`src/rtl/pe_fp16_tile_mac.sv`:
```
// Output-stationary FP16 systolic PE: forwards operands right/down, multiplies valid
// pairs, accumulates acc_len products per tile and hands each sum off via ready/valid.
module pe_fp16_tile_mac #(
  parameter int DATA_WIDTH = 16,
  parameter int LEN_WIDTH  = 8
) (
  input  logic                  clk,
  input  logic                  reset,
  input  logic [DATA_WIDTH-1:0] a_in,
  input  logic                  a_valid_in,
  input  logic [DATA_WIDTH-1:0] b_in,
  input  logic                  b_valid_in,
  input  logic [LEN_WIDTH-1:0]  acc_len,
  input  logic                  clear_in,
  output logic [DATA_WIDTH-1:0] a_out,
  output logic                  a_valid_out,
  output logic [DATA_WIDTH-1:0] b_out,
  output logic                  b_valid_out,
  output logic [DATA_WIDTH-1:0] result,
  output logic                  result_valid,
  input  logic                  result_ready,
  output logic                  overrun
);

  // Float16Mul: round-to-nearest-even, subnormal inputs and results flush to zero.
  function automatic logic [15:0] fp16_mul(input logic [15:0] x, input logic [15:0] y);
    logic              sgn;
    logic [4:0]        ex, ey;
    logic [21:0]       p;
    logic [10:0]       m;
    logic              g, s;
    logic signed [7:0] e;
    logic [15:0]       r;
    sgn = x[15] ^ y[15];
    ex  = x[14:10];
    ey  = y[14:10];
    p   = {1'b1, x[9:0]} * {1'b1, y[9:0]};
    e   = $signed({3'b000, ex}) + $signed({3'b000, ey}) - 8'sd15;
    if (p[21]) begin
      m = {1'b0, p[20:11]};
      g = p[10];
      s = |p[9:0];
      e = e + 8'sd1;
    end else begin
      m = {1'b0, p[19:10]};
      g = p[9];
      s = |p[8:0];
    end
    if (g & (s | m[0])) m = m + 11'd1;
    if (m[10]) begin
      m = 11'd0;
      e = e + 8'sd1;
    end
    if (e >= 8'sd31)     r = {sgn, 5'h1f, 10'h000};
    else if (e <= 8'sd0) r = {sgn, 15'h0000};
    else                 r = {sgn, e[4:0], m[9:0]};
    if ((ex == 5'h1f && x[9:0] != 10'h0) || (ey == 5'h1f && y[9:0] != 10'h0) ||
        ((ex == 5'h1f || ey == 5'h1f) && (ex == 5'h0 || ey == 5'h0)))
      r = 16'h7e00;
    else if (ex == 5'h1f || ey == 5'h1f)
      r = {sgn, 5'h1f, 10'h000};
    else if (ex == 5'h0 || ey == 5'h0)
      r = {sgn, 15'h0000};
    return r;
  endfunction

  // Float16Add: align with sticky bit, normalize, round-to-nearest-even.
  function automatic logic [15:0] fp16_add(input logic [15:0] x, input logic [15:0] y);
    logic [15:0]       big, sml, r;
    logic [4:0]        d;
    logic [24:0]       bigv, smlv, sh, sum;
    logic              lost, g, s, st;
    logic [10:0]       m;
    logic signed [7:0] e;
    if (x[14:0] >= y[14:0]) begin
      big = x; sml = y;
    end else begin
      big = y; sml = x;
    end
    d    = big[14:10] - sml[14:10];
    bigv = {2'b01, big[9:0], 13'h0};
    smlv = {2'b01, sml[9:0], 13'h0};
    sh   = smlv >> d;
    lost = (sh << d) != smlv;
    sh[0] = sh[0] | lost;
    sum  = (big[15] == sml[15]) ? bigv + sh : bigv - sh;
    e    = $signed({3'b000, big[14:10]});
    if (sum[24]) begin
      st  = sum[0];
      sum = sum >> 1;
      sum[0] = sum[0] | st;
      e = e + 8'sd1;
    end else begin
      for (int i = 0; i < 24; i++) begin
        if (!sum[23]) begin
          sum = sum << 1;
          e   = e - 8'sd1;
        end
      end
    end
    m = {1'b0, sum[22:13]};
    g = sum[12];
    s = |sum[11:0];
    if (g & (s | m[0])) m = m + 11'd1;
    if (m[10]) begin
      m = 11'd0;
      e = e + 8'sd1;
    end
    if (sum == 25'h0)        r = 16'h0000;
    else if (e >= 8'sd31)    r = {big[15], 5'h1f, 10'h000};
    else if (e <= 8'sd0)     r = {big[15], 15'h0000};
    else                     r = {big[15], e[4:0], m[9:0]};
    if ((x[14:10] == 5'h1f && x[9:0] != 10'h0) || (y[14:10] == 5'h1f && y[9:0] != 10'h0) ||
        (x[14:10] == 5'h1f && y[14:10] == 5'h1f && x[15] != y[15]))
      r = 16'h7e00;
    else if (x[14:10] == 5'h1f)
      r = x;
    else if (y[14:10] == 5'h1f)
      r = y;
    else if (x[14:10] == 5'h0)
      r = (y[14:10] == 5'h0) ? {x[15] & y[15], 15'h0000} : y;
    else if (y[14:10] == 5'h0)
      r = x;
    return r;
  endfunction

  logic [DATA_WIDTH-1:0] a_q, a_d, b_q, b_d;
  logic                  a_v_q, a_v_d, b_v_q, b_v_d;
  logic [DATA_WIDTH-1:0] prod_q, prod_d;
  logic                  prod_v_q, prod_v_d;
  logic [DATA_WIDTH-1:0] acc_q, acc_d;
  logic [LEN_WIDTH-1:0]  cnt_q, cnt_d, len_q, len_d;
  logic [DATA_WIDTH-1:0] result_q, result_d;
  logic                  result_valid_q, result_valid_d;
  logic                  overrun_q, overrun_d;

  logic [LEN_WIDTH-1:0]  len_eff;
  logic [DATA_WIDTH-1:0] sum;
  logic                  tile_done;

  always_comb begin
    a_d      = a_in;
    a_v_d    = a_valid_in;
    b_d      = b_in;
    b_v_d    = b_valid_in;
    prod_d   = fp16_mul(a_q, b_q);
    prod_v_d = a_v_q & b_v_q & ~clear_in;

    // First product of a tile starts fresh and latches the tile length.
    if (cnt_q == '0) begin
      len_eff = (acc_len == '0) ? LEN_WIDTH'(1) : acc_len;
      sum     = prod_q;
    end else begin
      len_eff = len_q;
      sum     = fp16_add(acc_q, prod_q);
    end
    tile_done = (cnt_q == len_eff - LEN_WIDTH'(1));

    acc_d          = acc_q;
    cnt_d          = cnt_q;
    len_d          = len_q;
    result_d       = result_q;
    result_valid_d = result_valid_q;
    overrun_d      = overrun_q;

    if (result_valid_q & result_ready) result_valid_d = 1'b0;

    if (clear_in) begin
      acc_d     = '0;
      cnt_d     = '0;
      overrun_d = 1'b0;
    end else if (prod_v_q) begin
      if (cnt_q == '0) len_d = len_eff;
      if (tile_done) begin
        result_d       = sum;
        result_valid_d = 1'b1;
        if (result_valid_q & ~result_ready) overrun_d = 1'b1;
        acc_d = '0;
        cnt_d = '0;
      end else begin
        acc_d = sum;
        cnt_d = cnt_q + LEN_WIDTH'(1);
      end
    end
  end

  always_ff @(posedge clk) begin
    if (reset) begin
      a_q            <= '0;
      a_v_q          <= 1'b0;
      b_q            <= '0;
      b_v_q          <= 1'b0;
      prod_q         <= '0;
      prod_v_q       <= 1'b0;
      acc_q          <= '0;
      cnt_q          <= '0;
      len_q          <= '0;
      result_q       <= '0;
      result_valid_q <= 1'b0;
      overrun_q      <= 1'b0;
    end else begin
      a_q            <= a_d;
      a_v_q          <= a_v_d;
      b_q            <= b_d;
      b_v_q          <= b_v_d;
      prod_q         <= prod_d;
      prod_v_q       <= prod_v_d;
      acc_q          <= acc_d;
      cnt_q          <= cnt_d;
      len_q          <= len_d;
      result_q       <= result_d;
      result_valid_q <= result_valid_d;
      overrun_q      <= overrun_d;
    end
  end

  assign a_out        = a_q;
  assign a_valid_out  = a_v_q;
  assign b_out        = b_q;
  assign b_valid_out  = b_v_q;
  assign result       = result_q;
  assign result_valid = result_valid_q;
  assign overrun      = overrun_q;

endmodule

```
`config.mk`:
```
export PLATFORM = sky130hd
export DESIGN_NAME = pe_fp16_tile_mac
export DESIGN_NICKNAME = d
export VERILOG_FILES = /design/src/rtl/pe_fp16_tile_mac.sv
export SDC_FILE = /design/constraint.sdc
export NUM_CORES = 1
export LEC_CHECK = 0
export CORE_MARGIN = 2
export CORE_UTILIZATION = 48
export DETAILED_ROUTE_END_ITERATION = 10
export PLACE_DENSITY = 0.74
export SYNTH_ARGS = -nofsm -noshare
export SYNTH_HDL_FRONTEND = slang
export SYNTH_SLANG_ARGS = --single-unit
```
`constraint.sdc`:
```
create_clock -name clk -period 19.6 [get_ports clk]
set_input_delay 2.94 -clock clk [delete_from_list [all_inputs] [get_ports clk]]
set_output_delay 2.94 -clock clk [all_outputs]
set_load 0.03 [all_outputs]
```
==> run summary <==
Tightest slew margin relative to the limit: 0.0488. When the netlist entered floorplanning its net count stood at 3,581. The worst hold path depth is 1, and the number of nets in the layout is 3,863. After the first detailed-routing iteration, the DRC count stood at 3,889. The sequential element share of the synthesized area is 0.0848. Among all flip-flop cells after synthesis, the most frequent one is sky130_fd_sc_hd__dfxtp_1. The first-pass detailed-route iteration total came out at 8. In this run the register-to-register setup slack is -0.16 ns.

The length in cells of the worst reg-to-reg path was 112. The final reports fail on negative setup slack. The total track usage is 0.342. The logs give 0 for the number of antenna violations at the first check in global routing and 3,313 for the synthesized instance count.

The run gives 0 as the number of pins exceeding their max-slew limit in the final report. Clock-pin slew was measured on the worst setup and hold paths at 0.07 ns. Summed over all instances, the cell type with the most area after synthesis is sky130_fd_sc_hd__dfxtp_1. The mapped netlist covers 0.0238 mm². After detailed routing, the average wire length per cell comes to 21.5 µm. TritonCTS built the clock tree. Timing would allow up to 0.0506 GHz. After synthesis the netlist holds a flip-flop and latch count of 101. The proportion of synthesized flip-flops having asynchronous set or reset is 0, and the total stage count of the critical path is 112.

Among all stages on the critical path, the largest delay is contributed by sky130_fd_sc_hd__a2111oi_2. The largest single stage delay on the critical path is 0.51 ns. STA classifies the critical path startpoint as a register. The tools report the number of hold buffers added after CTS as 0. Ranked by instance count, the synthesized netlist is headed by sky130_fd_sc_hd__nand2_1 (353), sky130_fd_sc_hd__nor2_1 (294), sky130_fd_sc_hd__a21oi_1 (218).

A synthesized cell averages 7.20 µm². Top cell family by delay on the critical path: adder cells. The setup-violating endpoint count in the final report was 21.

The worst reg2reg path startpoint was prod_q[5]. The path class of the lowest-slack min-delay path is register to register. Counting flops with a built-in enable in the synthesized netlist gives 0. The run gives 0 as the number of warning messages in the yosys log.

The first global-routing pass estimated 142,000 µm of wire. Most common cell in the netlist: sky130_fd_sc_hd__nand2_1. Between clock sinks in the finished design, the worst skew comes to 0.00849 ns. The tools report the end of the worst register-to-register path as result[5]. The number of antenna diodes in the final layout is 0.

The tools report the estimated wirelength of the detail-placed design as 71,100 µm. In this run the most critical hold path is launched from b_valid_out. The maximum fanout along the worst path came out at 11. Data on the critical path arrives at its endpoint at 19.95 ns.

The launching element of the worst setup path was prod_q[5]. Type of the setup path with the least slack: register to register. The number of distinct library cells after synthesis is 134, and the post-detailed-route DRC marker count is 0.

Across the run, the number of max-cap violations was 0. Number of global-route vias before repair: 25,900. Routability congestion estimate: 1.02. Setup repair after global routing could not meet its margin everywhere. The die is 227 µm tall.

Relative to the synthesized area, the layout overhead comes to 22.1%. Dividing the detail-routed via count by the number of cells gives 6.57. Minimum clock period: 19.76 ns.

The detail route stage leaves a number of antenna-violating nets equal to 0. Final critical-path share of the clock period: 1.01. The via count was 28,000; the number of sinks handled by clock tree synthesis was 101. The floorplan die area was 0.0515 mm²; the core footprint was 0.0490 mm². The run gives -0.162 ns as the final setup slack of the worst path. 98 I/O pins were placed. CTS placed an instance of sky130_fd_sc_hd__clkbuf_16 at the clock tree root. The transition time of the tightest slew-check pin was 1.42 ns. The die boundary width works out to 227 µm.

Filler cell count in the final layout: 4,530. The final instance area came out at 0.0291 mm². The count of buffers added on input and output ports is 97.

The worst setup path is captured at a register. The run finished, with violations left. Share of post-route cells with drive strength above 1: 0.193. Wires add up to 91,500 µm. For the final-report hold violation count, the log shows 0. The number of placement rows came out at 81. In the post-synthesis netlist, the biggest area contributors are sky130_fd_sc_hd__dfxtp_1 (8.5%), sky130_fd_sc_hd__ha_1 (7.3%), sky130_fd_sc_hd__fa_1 (6.9%). The H-tree generated during clock tree synthesis spans 3 levels. Together, buffers and inverters on the worst path number 27. The total cell area at the placement stage was 0.0274 mm².

Entering global routing, the biggest net connects 72 pins. Cell type with the highest occurrence count on the critical path: sky130_fd_sc_hd__buf_4. Global routing finished with a remaining overflow of 0. The final design utilization is 0.595, and the number of clock buffers inserted by TritonCTS is 9. The worst-case clock buffer depth was 2; the area fraction of the dominant cell type after synthesis was 0.0848. At the worst endpoint, the required time is 19.78 ns. The initial standard-cell utilization of the core was 0.487; the source-to-sink clock delay at the later pin of the worst-skew pair was 0.35 ns. The most critical setup path has its endpoint at result[5].
[state kept, by name, summed over array words and instances, names as in the netlist]
register and count:
a_out 16, acc_q 16, b_out 16, prod_q 16, result 16, cnt_q 8
len_q 8, a_valid_out 1, b_valid_out 1, overrun 1, prod_v_q 1, result_valid 1
[worst min-delay path by stage]
| stage | slack, ns | end |
|---|---|---|
| after floorplan | 0.45 | len_q[0] |
| after global placement | 0.46 | prod_v_q |
| after detailed placement | 0.47 | result[13] |
| after CTS | 0.48 | prod_v_q |
| after global routing | 0.50 | prod_v_q |
| final | 0.48 | prod_v_q |
[final cells by class]
class / count / area (µm²) / area share
repair buffers: 451 / 3710 / 0.127
clock buffers: 11 / 254 / 0.00873
clock inverters: 4 / 77.6 / 0.00267
flip-flops and latches: 101 / 2030 / 0.0699
multi-input cells: 2868 / 21600 / 0.741
inverters: 164 / 622 / 0.0214
well taps: 664 / 831 / 0.0285
[cells in the final DEF, fill, tap and decap left out, types with 104 or more instances in the layout]
| cell type | Yosys | routed |
|---|---|---|
| sky130_fd_sc_hd__nand3_1 | 122 | 119 |
| sky130_fd_sc_hd__nor3_1 | 114 | 109 |
| sky130_fd_sc_hd__o21ai_0 | 173 | 142 |
| sky130_fd_sc_hd__ha_1 | 140 | 119 |
| sky130_fd_sc_hd__xnor2_1 | 110 | 104 |
| sky130_fd_sc_hd__inv_1 | 159 | 153 |
| sky130_fd_sc_hd__buf_4 | 14 | 342 |
| sky130_fd_sc_hd__nand2_1 | 353 | 343 |
| sky130_fd_sc_hd__a21oi_1 | 218 | 201 |
| sky130_fd_sc_hd__nor2_1 | 294 | 284 |
[metrics by stage]
step | hold WS, ns | setup TNS (ns) | worst slack [ns] | std cells
after floorplan | 0.455 | -0.121 | -0.0820 | 3313
after global placement | 0.459 | -3.44 | -0.213 | 4169
after detailed placement | 0.469 | -15.65 | -0.637 | 4169
after CTS | 0.483 | 0 | 0.0177 | 4228
after global routing | 0.503 | -30.96 | -1.21 | 4263
final | 0.480 | -1.82 | -0.162 | 4263
[routing by layer]
layer | GRT usage | vias up | wire length (µm)
met5 | 0 | - | 0
met4 | 0.101 | 0 | 3240
met3 | 0.0676 | 290 | 10000
met2 | 0.529 | 1762 | 39300
met1 | 0.478 | 13200 | 38900
li1 | - | 12800 | -
[repair_timing]
item / 4_1_cts / 5_1_grt
endpoints found under the setup margin: 30 / 30
buffers inserted: 44 / 34
pin swaps: 24 / 101
resized for setup: 35 / 146
cloned: 0 / 1
[cells by family (layout without fill, tap and decap cells)]
kind of cell / count (synthesis) / in the layout / synth area share
AND/OR/NAND/NOR: 1329 / 1329 / 0.283
buffers and inverters: 344 / 630 / 0.0582
AO/OA/AOI/OAI: 1022 / 1022 / 0.299
XOR/XNOR: 191 / 191 / 0.0860
multiplexers: 102 / 102 / 0.0456
adder cells (fa/ha/maj): 224 / 224 / 0.143
flip-flops: 101 / 101 / 0.0848
[worst register-to-register path: cells and delay by family (launching register included)]
family	cells	cell delay, ns
flip-flops	1	0.34
multiplexers	10	1.85
AND/OR/NAND/NOR	29	4.06
adder cells (fa/ha/maj)	19	5.05
XOR/XNOR	1	0.21
AO/OA/AOI/OAI	26	4.72
buffers and inverters	27	3.36
Power is left out: the tool's default activity adds up to more than one toggle a clock period on the data nets, which glitch-free logic cannot reach.
